**src/rtl/shared_counter_pkg.sv**
```systemverilog
// Shared types and widths for the shared 9-bit counter write master.
// Latency: n/a (declarations only).
// Backpressure: n/a (declarations only).
package shared_counter_pkg;

  // Register data width.
  localparam int CNT_W  = 9;

  // Strobe hold counter width (HOLD range 1..15).
  localparam int HOLD_W = 4;

  // Readback timeout counter width (TIMEOUT range 1..255).
  localparam int TMO_W  = 8;

  // State encodings kept as plain constants so older code can still refer to them.
  localparam logic [2:0] ST_IDLE    = 3'd0;
  localparam logic [2:0] ST_STROBE  = 3'd1;
  localparam logic [2:0] ST_RELEASE = 3'd2;
  localparam logic [2:0] ST_VERIFY  = 3'd3;
  localparam logic [2:0] ST_DONE    = 3'd4;

  typedef enum logic [2:0] {
    IDLE    = ST_IDLE,
    STROBE  = ST_STROBE,
    RELEASE = ST_RELEASE,
    VERIFY  = ST_VERIFY,
    DONE    = ST_DONE
  } state_t;

endpackage

```
**src/rtl/rr_arbiter2.sv**
```systemverilog
// Two-requester round-robin arbiter with a last-served register.
// Latency: combinational grant; last-served updates on the granting edge.
// Backpressure: grants only while en is high; requesters hold req until served.
module rr_arbiter2 (
  input  logic clk,
  input  logic nrst,
  input  logic req_a,
  input  logic req_b,
  input  logic en,
  output logic gnt_a,
  output logic gnt_b
);

  // High when B was the most recently granted client; reset makes A preferred.
  logic last_b;

  // A lone requester wins; on contention the client not served last wins.
  always_comb begin
    gnt_a = en & req_a & (~req_b | last_b);
    gnt_b = en & req_b & (~req_a | ~last_b);
  end

  // Remember who was served so contention alternates between clients.
  always_ff @(posedge clk) begin
    if (!nrst) begin
      last_b <= 1'b1;
    end else if (gnt_a) begin
      last_b <= 1'b0;
    end else if (gnt_b) begin
      last_b <= 1'b1;
    end
  end

endmodule

```
**src/rtl/shared_counter_writer.sv**
```systemverilog
// Write master for the shared counter register: arbitrates A/B, strobes, verifies readback.
// Latency: ack HOLD+3 cycles after the request is sampled on a match, HOLD+2+TIMEOUT on timeout.
// Backpressure: req is a level held until ack; one write in flight, other client waits in req.
module shared_counter_writer
  import shared_counter_pkg::*;
#(
  parameter int HOLD    = 2,   // strobe high cycles, 1..15
  parameter int TIMEOUT = 15   // readback compare cycles before error, 1..255
) (
  input  logic             clk,
  input  logic             nrst,
  input  logic             a_req,
  input  logic [CNT_W-1:0] a_data,
  output logic             a_ack,
  output logic             a_err,
  input  logic             b_req,
  input  logic [CNT_W-1:0] b_data,
  output logic             b_ack,
  output logic             b_err,
  output logic [CNT_W-1:0] wrdata1,
  output logic             wr1,
  output logic [CNT_W-1:0] wrdata2,
  output logic             wr2,
  input  logic [CNT_W-1:0] value,
  output logic             busy
);

  // Counters are loaded with N-1 and run down to zero, giving exactly N cycles.
  localparam logic [HOLD_W-1:0] HOLD_LOAD = HOLD_W'(HOLD - 1);
  localparam logic [HOLD_W-1:0] HOLD_DEC  = HOLD_W'(1);
  localparam logic [TMO_W-1:0]  TMO_LOAD  = TMO_W'(TIMEOUT - 1);
  localparam logic [TMO_W-1:0]  TMO_DEC   = TMO_W'(1);

  state_t             state;
  state_t             state_n;
  logic               arb_en;
  logic               gnt_a;
  logic               gnt_b;
  logic               sel_b;      // granted client of the write in flight
  logic [CNT_W-1:0]   data_q;     // data being written, used for readback compare
  logic [HOLD_W-1:0]  hold_cnt;
  logic [TMO_W-1:0]   tmo_cnt;
  logic               hold_done;
  logic               tmo_done;
  logic               match;

  assign arb_en    = (state == IDLE);
  assign hold_done = (hold_cnt == '0);
  assign tmo_done  = (tmo_cnt == '0);
  assign match     = (value == data_q);

  rr_arbiter2 u_arb (
    .clk   (clk),
    .nrst  (nrst),
    .req_a (a_req),
    .req_b (b_req),
    .en    (arb_en),
    .gnt_a (gnt_a),
    .gnt_b (gnt_b)
  );

  // Next-state decode for the write sequence.
  always_comb begin
    state_n = state;
    case (state)
      IDLE:    if (gnt_a || gnt_b)   state_n = STROBE;
      STROBE:  if (hold_done)        state_n = RELEASE;
      RELEASE:                       state_n = VERIFY;
      VERIFY:  if (match || tmo_done) state_n = DONE;
      DONE:                          state_n = IDLE;
      default:                       state_n = IDLE;
    endcase
  end

  // State register.
  always_ff @(posedge clk) begin
    if (!nrst) begin
      state <= IDLE;
    end else begin
      state <= state_n;
    end
  end

  // Grant latch, hold countdown and readback timeout countdown.
  always_ff @(posedge clk) begin
    if (!nrst) begin
      sel_b    <= 1'b0;
      data_q   <= '0;
      hold_cnt <= '0;
      tmo_cnt  <= '0;
    end else begin
      case (state)
        IDLE: begin
          if (gnt_a || gnt_b) begin
            sel_b    <= gnt_b;
            data_q   <= gnt_b ? b_data : a_data;
            hold_cnt <= HOLD_LOAD;
          end
        end
        STROBE: begin
          if (!hold_done) begin
            hold_cnt <= hold_cnt - HOLD_DEC;
          end
        end
        RELEASE: begin
          tmo_cnt <= TMO_LOAD;
        end
        VERIFY: begin
          if (!tmo_done) begin
            tmo_cnt <= tmo_cnt - TMO_DEC;
          end
        end
        default: begin
        end
      endcase
    end
  end

  // Strobe drivers: only the granted port ever rises, and it drops when the hold expires.
  // wrdataX is only reloaded on grant so it holds its last value when idle.
  always_ff @(posedge clk) begin
    if (!nrst) begin
      wr1     <= 1'b0;
      wr2     <= 1'b0;
      wrdata1 <= '0;
      wrdata2 <= '0;
    end else begin
      case (state)
        IDLE: begin
          if (gnt_a) begin
            wr1     <= 1'b1;
            wrdata1 <= a_data;
          end else if (gnt_b) begin
            wr2     <= 1'b1;
            wrdata2 <= b_data;
          end
        end
        STROBE: begin
          if (hold_done) begin
            wr1 <= 1'b0;
            wr2 <= 1'b0;
          end
        end
        default: begin
          wr1 <= 1'b0;
          wr2 <= 1'b0;
        end
      endcase
    end
  end

  // Client handshake: ack/err pulse for one cycle in DONE, busy outside IDLE.
  always_ff @(posedge clk) begin
    if (!nrst) begin
      a_ack <= 1'b0;
      a_err <= 1'b0;
      b_ack <= 1'b0;
      b_err <= 1'b0;
      busy  <= 1'b0;
    end else begin
      a_ack <= 1'b0;
      a_err <= 1'b0;
      b_ack <= 1'b0;
      b_err <= 1'b0;
      busy  <= (state_n != IDLE);
      if (state == VERIFY && (match || tmo_done)) begin
        if (sel_b) begin
          b_ack <= 1'b1;
          b_err <= ~match;
        end else begin
          a_ack <= 1'b1;
          a_err <= ~match;
        end
      end
    end
  end

endmodule

```
**config.mk**
```make
export PLATFORM = sky130hd
export DESIGN_NAME = shared_counter_writer
export DESIGN_NICKNAME = d
export VERILOG_FILES = /design/src/rtl/shared_counter_pkg.sv /design/src/rtl/rr_arbiter2.sv /design/src/rtl/shared_counter_writer.sv
export SDC_FILE = /design/constraint.sdc
export NUM_CORES = 1
export LEC_CHECK = 0
export ABC_AREA = 1
export BUFFER_PORTS_ARGS = -buffer_cell sky130_fd_sc_hd__buf_2
export CORE_MARGIN = 2
export CORE_UTILIZATION = 47
export DETAILED_ROUTE_END_ITERATION = 6
export PLACE_DENSITY = 0.75
export SETUP_SLACK_MARGIN = 0.3
export SYNTH_ARGS = -nofsm -noshare
export SYNTH_HDL_FRONTEND = slang
export SYNTH_SLANG_ARGS = --single-unit
```
**constraint.sdc**
```tcl
create_clock -name clk -period 1.5 [get_ports clk]
set_input_delay 0.3 -clock clk [delete_from_list [all_inputs] [get_ports clk]]
set_output_delay 0.3 -clock clk [all_outputs]
set_load 0.1 [all_outputs]
```
# Word-level counts from Yosys, hierarchy flattened
# Index checks and enable logic that the tools add are counted.
# classes
n_reduce_logical,20
n_bitwise,13
n_mux,19
eq_ne,11
addsub,2
# ops
cell,n
8-bit one-hot mux with 2 select lines,1
2-bit != test (second input constant),7
3-bit one-hot mux with 4 select lines,1
3-bit AND reduction,4
2-bit AND reduction,5
9-bit equality test,1
3-bit 2-to-1 mux,3
9-bit 2-to-1 mux,1
8-bit zero test,1
4-bit 2-to-1 mux,2
8-bit 2-to-1 mux,1
4-bit one-hot mux with 2 select lines,1
8-bit by 1-bit subtractor with 8-bit output (second input constant),1
1-bit 2-to-1 mux,7
1-bit NOT,7
3-bit by 2-bit equality test with 1-bit output (second input constant),2
2-bit nonzero test,3
1-bit bitwise AND,4
4-bit zero test,1
1-bit one-hot mux with 2 select lines,2
4-bit by 1-bit subtractor with 4-bit output (second input constant),1
3-bit by 1-bit equality test with 1-bit output (second input constant),1
3-bit zero test,1
3-bit nonzero test,1
other kinds (4),6
# totals
wordCells,80
reg_bits,51
out_inout_bits,25

# Logic depth before layout (Yosys ltp)
# depth
ltp_word,7
depth_mapped,11
mapped_depth_nobuf,11

# Cells and area by module
# A second synthesis with hierarchy kept.
# hier_totals
hier_cells,311
area_unflattened_um2,2344.7
# modules_own_cells
mod,n_inst,cells_each,area_per_inst_um2,seq_area_each_um2
shared_counter_writer,1,300,2277.2,1001.0
rr_arbiter2,1,11,67.6,20.0

# Worst setup path before layout
# No wires, ideal clock.
# synth_timing
path_kind,reg-to-reg
from,reg tmo_cnt[0]
to,reg busy
setup_slack_ps,75
stages_incl_launch_ff,11
period_less_slack_ps,1425
t_arrival_ps,1312
required_ps,1387
path_cell_list,dfxtp_1 > inv_1 > ha_1 > nand3_2 > o21ai_2 > nand2_2 > buf_6 > nand2_2 > nand3_1 > nand2_1 > nand2_1
# synth_between
elab_chain_cells,5
# synth_lines
element,line,text
from (decl),shared_counter_writer.sv:42,logic [TMO_W-1:0] tmo_cnt;
from (signal assigned),shared_counter_writer.sv:110,tmo_cnt <= tmo_cnt - TMO_DEC;
8-bit zero test,shared_counter_writer.sv:49,assign tmo_done = (tmo_cnt == '0);
1-bit logical OR,shared_counter_writer.sv:69,VERIFY: if (match || tmo_done) state_n = DONE;
3-bit 2-to-1 mux,shared_counter_writer.sv:69,
3-bit one-hot mux with 4 select lines,shared_counter_writer.sv:65,case (state)
3-bit nonzero test,shared_counter_writer.sv:165,busy <= (state_n != IDLE);
to (signal assigned),shared_counter_writer.sv:165,
to (decl),shared_counter_writer.sv:25,output logic busy
# No other way between the ends.
# A chain may end at the register's enable or synchronous reset.

# Worst setup path in the final report
# layout_timing
from,reg state[2]
to,reg tmo_cnt[2]
# layout_between
elab_chain_cells,3
elab_cells_between_ends,6
classes_between,eq/ne: 3; mux: 1; reduce/logical: 2
# layout_lines
element,line,text
from (decl),shared_counter_writer.sv:34,state_t state;
from (signal assigned),shared_counter_writer.sv:80,state <= state_n;
3-bit by 2-bit equality test with 1-bit output,shared_counter_writer.sv:92,case (state)
2-bit != test (no source line) or 2-bit nonzero test (tied branches),--,
2-bit AND reduction (no source line),--,
# Parallel ways exist; a longest one is shown, timed or not.

==> flow_metrics.py <==
metrics = {
    "outcome": {
        "status": "finished with violations",
        "violations": "setup timing",
    },
    "finish": {
        "drive_above_1_share": 0.567,
        "areaGrowthSynthToFinish_pct": 60.6,
        "fillers": 270,
        "fin_nets": 419,
        "fin_area_um2": 3610,
        "fin_util": 0.775,
        "antennaDiodeCount": 0,
    },
    "power": {
        "p_leak_uw": 0.00161,
        "intPower_uw": 4210,
        "clock_power_share": 0.122,
        "p_sw_uw": 4060,
        "seq_power_share": 0.255,
        "switching_share": 0.491,
        "ir_worst_vdd_v": 0.00137,
        "p_comb_frac": 0.622,
        "p_per_area_nw_per_um2": 2290,
    },
    "timing": {
        "tightest_slew_ns": 0.442,
        "hold_violations": 0,
        "rsz0062_at_grt": "true",
        "setup_slack_ns": -0.0425,
        "setup_violations": 1,
        "max_freq_mhz": 648,
        "skew_ns": 0.00528,
        "drv_slew": 0,
        "maxSlewHeadroom": 0.703,
        "fin_crit_sh": 1.03,
        "period_needed_ns": 1.54,
    },
    "floorplan": {
        "die_y_um": 73.2,
        "dieArea_um2": 5360,
        "io_pins": 56,
        "die_w_um": 73.2,
        "start_util": 0.483,
        "rows": 25,
        "coreArea_um2": 4660,
    },
    "clock_network": {
        "numCtsBuffers": 5,
        "cts_buffer_depth": 2,
        "path_clk_slew_ns": 0.09,
        "cts.sinks": 51,
        "clk_latency_ns": 0.31,
        "cts-htree-levels": 2,
        "cts_root_buf": "clkbuf_8",
        "cts_tree": "built",
    },
    "detailed_routing": {
        "drc": 0,
        "vias": 2455,
        "postRouteAntennaNets": 0,
        "wire_per_inst_um": 17.8,
        "drt_wl_total_um": 7840,
        "vias_per_cell": 5.58,
        "initialDrtViolationCount": 160,
        "dr.pass1.iters": 5,
    },
    "synth": {
        "synth.net_count": 329,
        "ys_types": 33,
        "synthTopCellsByCount": "nand2_1, dfxtp_1, nor2_1",
        "synth_top_area_share": 0.454,
        "syn_area_um2": 2250,
        "yosysTopAreaCell": "dfxtp_1",
        "synth_flop_cell": "dfxtp_1",
        "yosysMostFrequentCell": "nand2_1",
        "synth_seq_cells": 51,
        "synthCells": 295,
        "synth_warnings": 0,
        "synth_edf_count": 0,
        "synthArstFlopShare": 0,
        "ys_seq_area_frac": 0.454,
        "syn_area_per_cell_um2": 7.63,
        "ys_top_cells_by_area": "dfxtp_1, nand2_1, nor2_1, a21oi_1, inv_1",
    },
    "setup_path": {
        "end_kind": "flip-flop",
        "regToRegEndpoint": "tmo_cnt[2]",
        "r2r_start": "state[2]",
        "arrival_ns": 1.74,
        "cp_data_required_time_ns": 1.69,
        "cpLargestDelayFamily": "simple AND/OR/NAND/NOR gates",
        "cp_slowest_cell": "dfxtp_1",
        "regToRegSetupSlack_ns": -0.04,
        "start_kind": "flip-flop",
        "cp_slowest_stage_delay_ns": 0.32,
        "r2r_cells": 8,
        "crit_buf_inv": 2,
        "worstPathMaxFanout": 6,
        "crit_chain": "inv_2, nand2_1, nor2_1, inv_2, nand2_4, nand2_1, a21oi_1, a21oi_1",
        "critical_path_class": "reg -> reg",
    },
    "place": {
        "portBuffers": 55,
        "dp_hpwl_um": 3870,
        "dpl_cell_area_um2": 2690,
        "place_congestion": 0.928,
    },
    "global_routing": {
        "grt_pass1_wl_um": 10500,
        "antenna_found_initial": 0,
        "grt_max_degree": 16,
        "grt_pass1_vias": 2299,
        "grt_use_total": 0.256,
        "grt_remaining_overflow": 0,
    },
    "worst_hold_path": {
        "min_path_cells": 3,
        "min_to": "wrdata1[1]",
        "hold_path.class": "in -> reg",
        "hold_start": "a_data[1]",
    },
    "run": {
        "cap_viol_max_count": 0,
    },
}
==> logic make-up (layout without fill, tap and decap cells) <==
kind of cell | count (synthesis) | after routing | share of synthesized area
AND/OR/NAND/NOR | 127 | 129 | 0.252
XOR/XNOR | 12 | 12 | 0.0467
adder cells (fa/ha/maj) | 3 | 3 | 0.0167
buffers and inverters | 43 | 132 | 0.0851
AO/OA/AOI/OAI | 59 | 59 | 0.146
flip-flops | 51 | 51 | 0.454
==> sequential cells by signal, summed over array words and instances (netlist names), 3 cells and up <==
register and flops:
hold_cnt 4, data_q 9, tmo_cnt 8, wrdata1 9, wrdata2 9, state 3
==> routing by layer <==
| metal | part of all wire | wire length [um] | track usage | up-vias |
|---|---|---|---|---|
| met5 | 0 | 0 | 0 | - |
| met4 | 0.033 | 262 | 0.0947 | 0 |
| met3 | 0.058 | 456 | 0.0566 | 28 |
| met2 | 0.51 | 3980 | 0.434 | 111 |
| met1 | 0.40 | 3140 | 0.316 | 1183 |
| li1 | - | - | - | 1133 |
==> layout by cell type (no fill, tap or decap), types with 4 or more instances in the layout <==
master    count
nor2_2        5
a31oi_1       8
nor2_1       30
inv_2        11
xor2_1        5
inv_1        19
o21ai_1       8
clkbuf_8      6
nand2_1      45
buf_6        25
xnor2_1       7
nand3_1       4
nand2_2      12
dfxtp_1      18
nand2_4       8
buf_8        12
nand3_2       6
a21oi_2      10
buf_2        30
dfxtp_2      31
a21oi_1      12
buf_4        21
o21ai_2       9
nor2_4        5
==> worst max-delay path by stage <==
stage	endpoint	slack, ns	cells after the start	start
final	tmo_cnt[2]	-0.04	8	state[2]
after global routing	tmo_cnt[2]	-0.05	8	state[2]
after CTS	tmo_cnt[6]	0.18	8	tmo_cnt[0]
after detailed placement	a_ack	0.07	11	value[8]
after global placement	a_ack	0.07	11	value[8]
after floorplan	busy	0.24	10	tmo_cnt[0]
==> power groups by stage <==
| stage | registers (uW) | logic, uW | clock network, uW |
|---|---|---|---|
| 2_1_floorplan | 3020 | 1870 | 0 |
| 3_3_place_gp | 2000 | 3320 | 0 |
| 3_5_place_dp | 2010 | 3370 | 0 |
| 4_1_cts | 2050 | 4340 | 1000 |
| 5_1_grt | 2150 | 5380 | 1070 |
| 6_report | 2110 | 5150 | 1010 |
==> per-stage QoR <==
stage | hold slack (ns) | power, uW | setup slack [ns] | instances | TNS, ns
after detailed placement | 0.426 | 5380 | 0.0705 | 401 | 0
after floorplan | 0.413 | 4890 | 0.242 | 295 | 0
after CTS | 0.234 | 7390 | 0.179 | 433 | 0
after global placement | 0.421 | 5330 | 0.0683 | 401 | 0
after global routing | 0.249 | 8590 | -0.0452 | 440 | -0.0452
final | 0.242 | 8270 | -0.0425 | 440 | -0.0425
==> worst min-delay path, stage by stage <==
cell	delay, ns
buf_2	0.09
o21ai_1	0.06
nor2_1	0.07
==> layout make-up <==
class                      instances  area, um2  share of cell area
inverter                          33        136              0.0378
timing repair inverter             1       11.3             0.00312
clock buffer                       6       82.6              0.0229
timing repair buffer              90        810               0.224
multi-input combinational        203       1400               0.388
clock inverter                     2       35.0             0.00970
sequential                        51       1070               0.295
tap                               54       67.6              0.0187
==> what timing repair did <==
action,4_1_cts,5_1_grt
resized for setup,111,67
setup endpoints to repair,73,61
hold buffers,0,0
setup buffers,20,7
pin swaps,19,26
cloned,4,0
No activity file was read; power rests on OpenSTA's default activity.
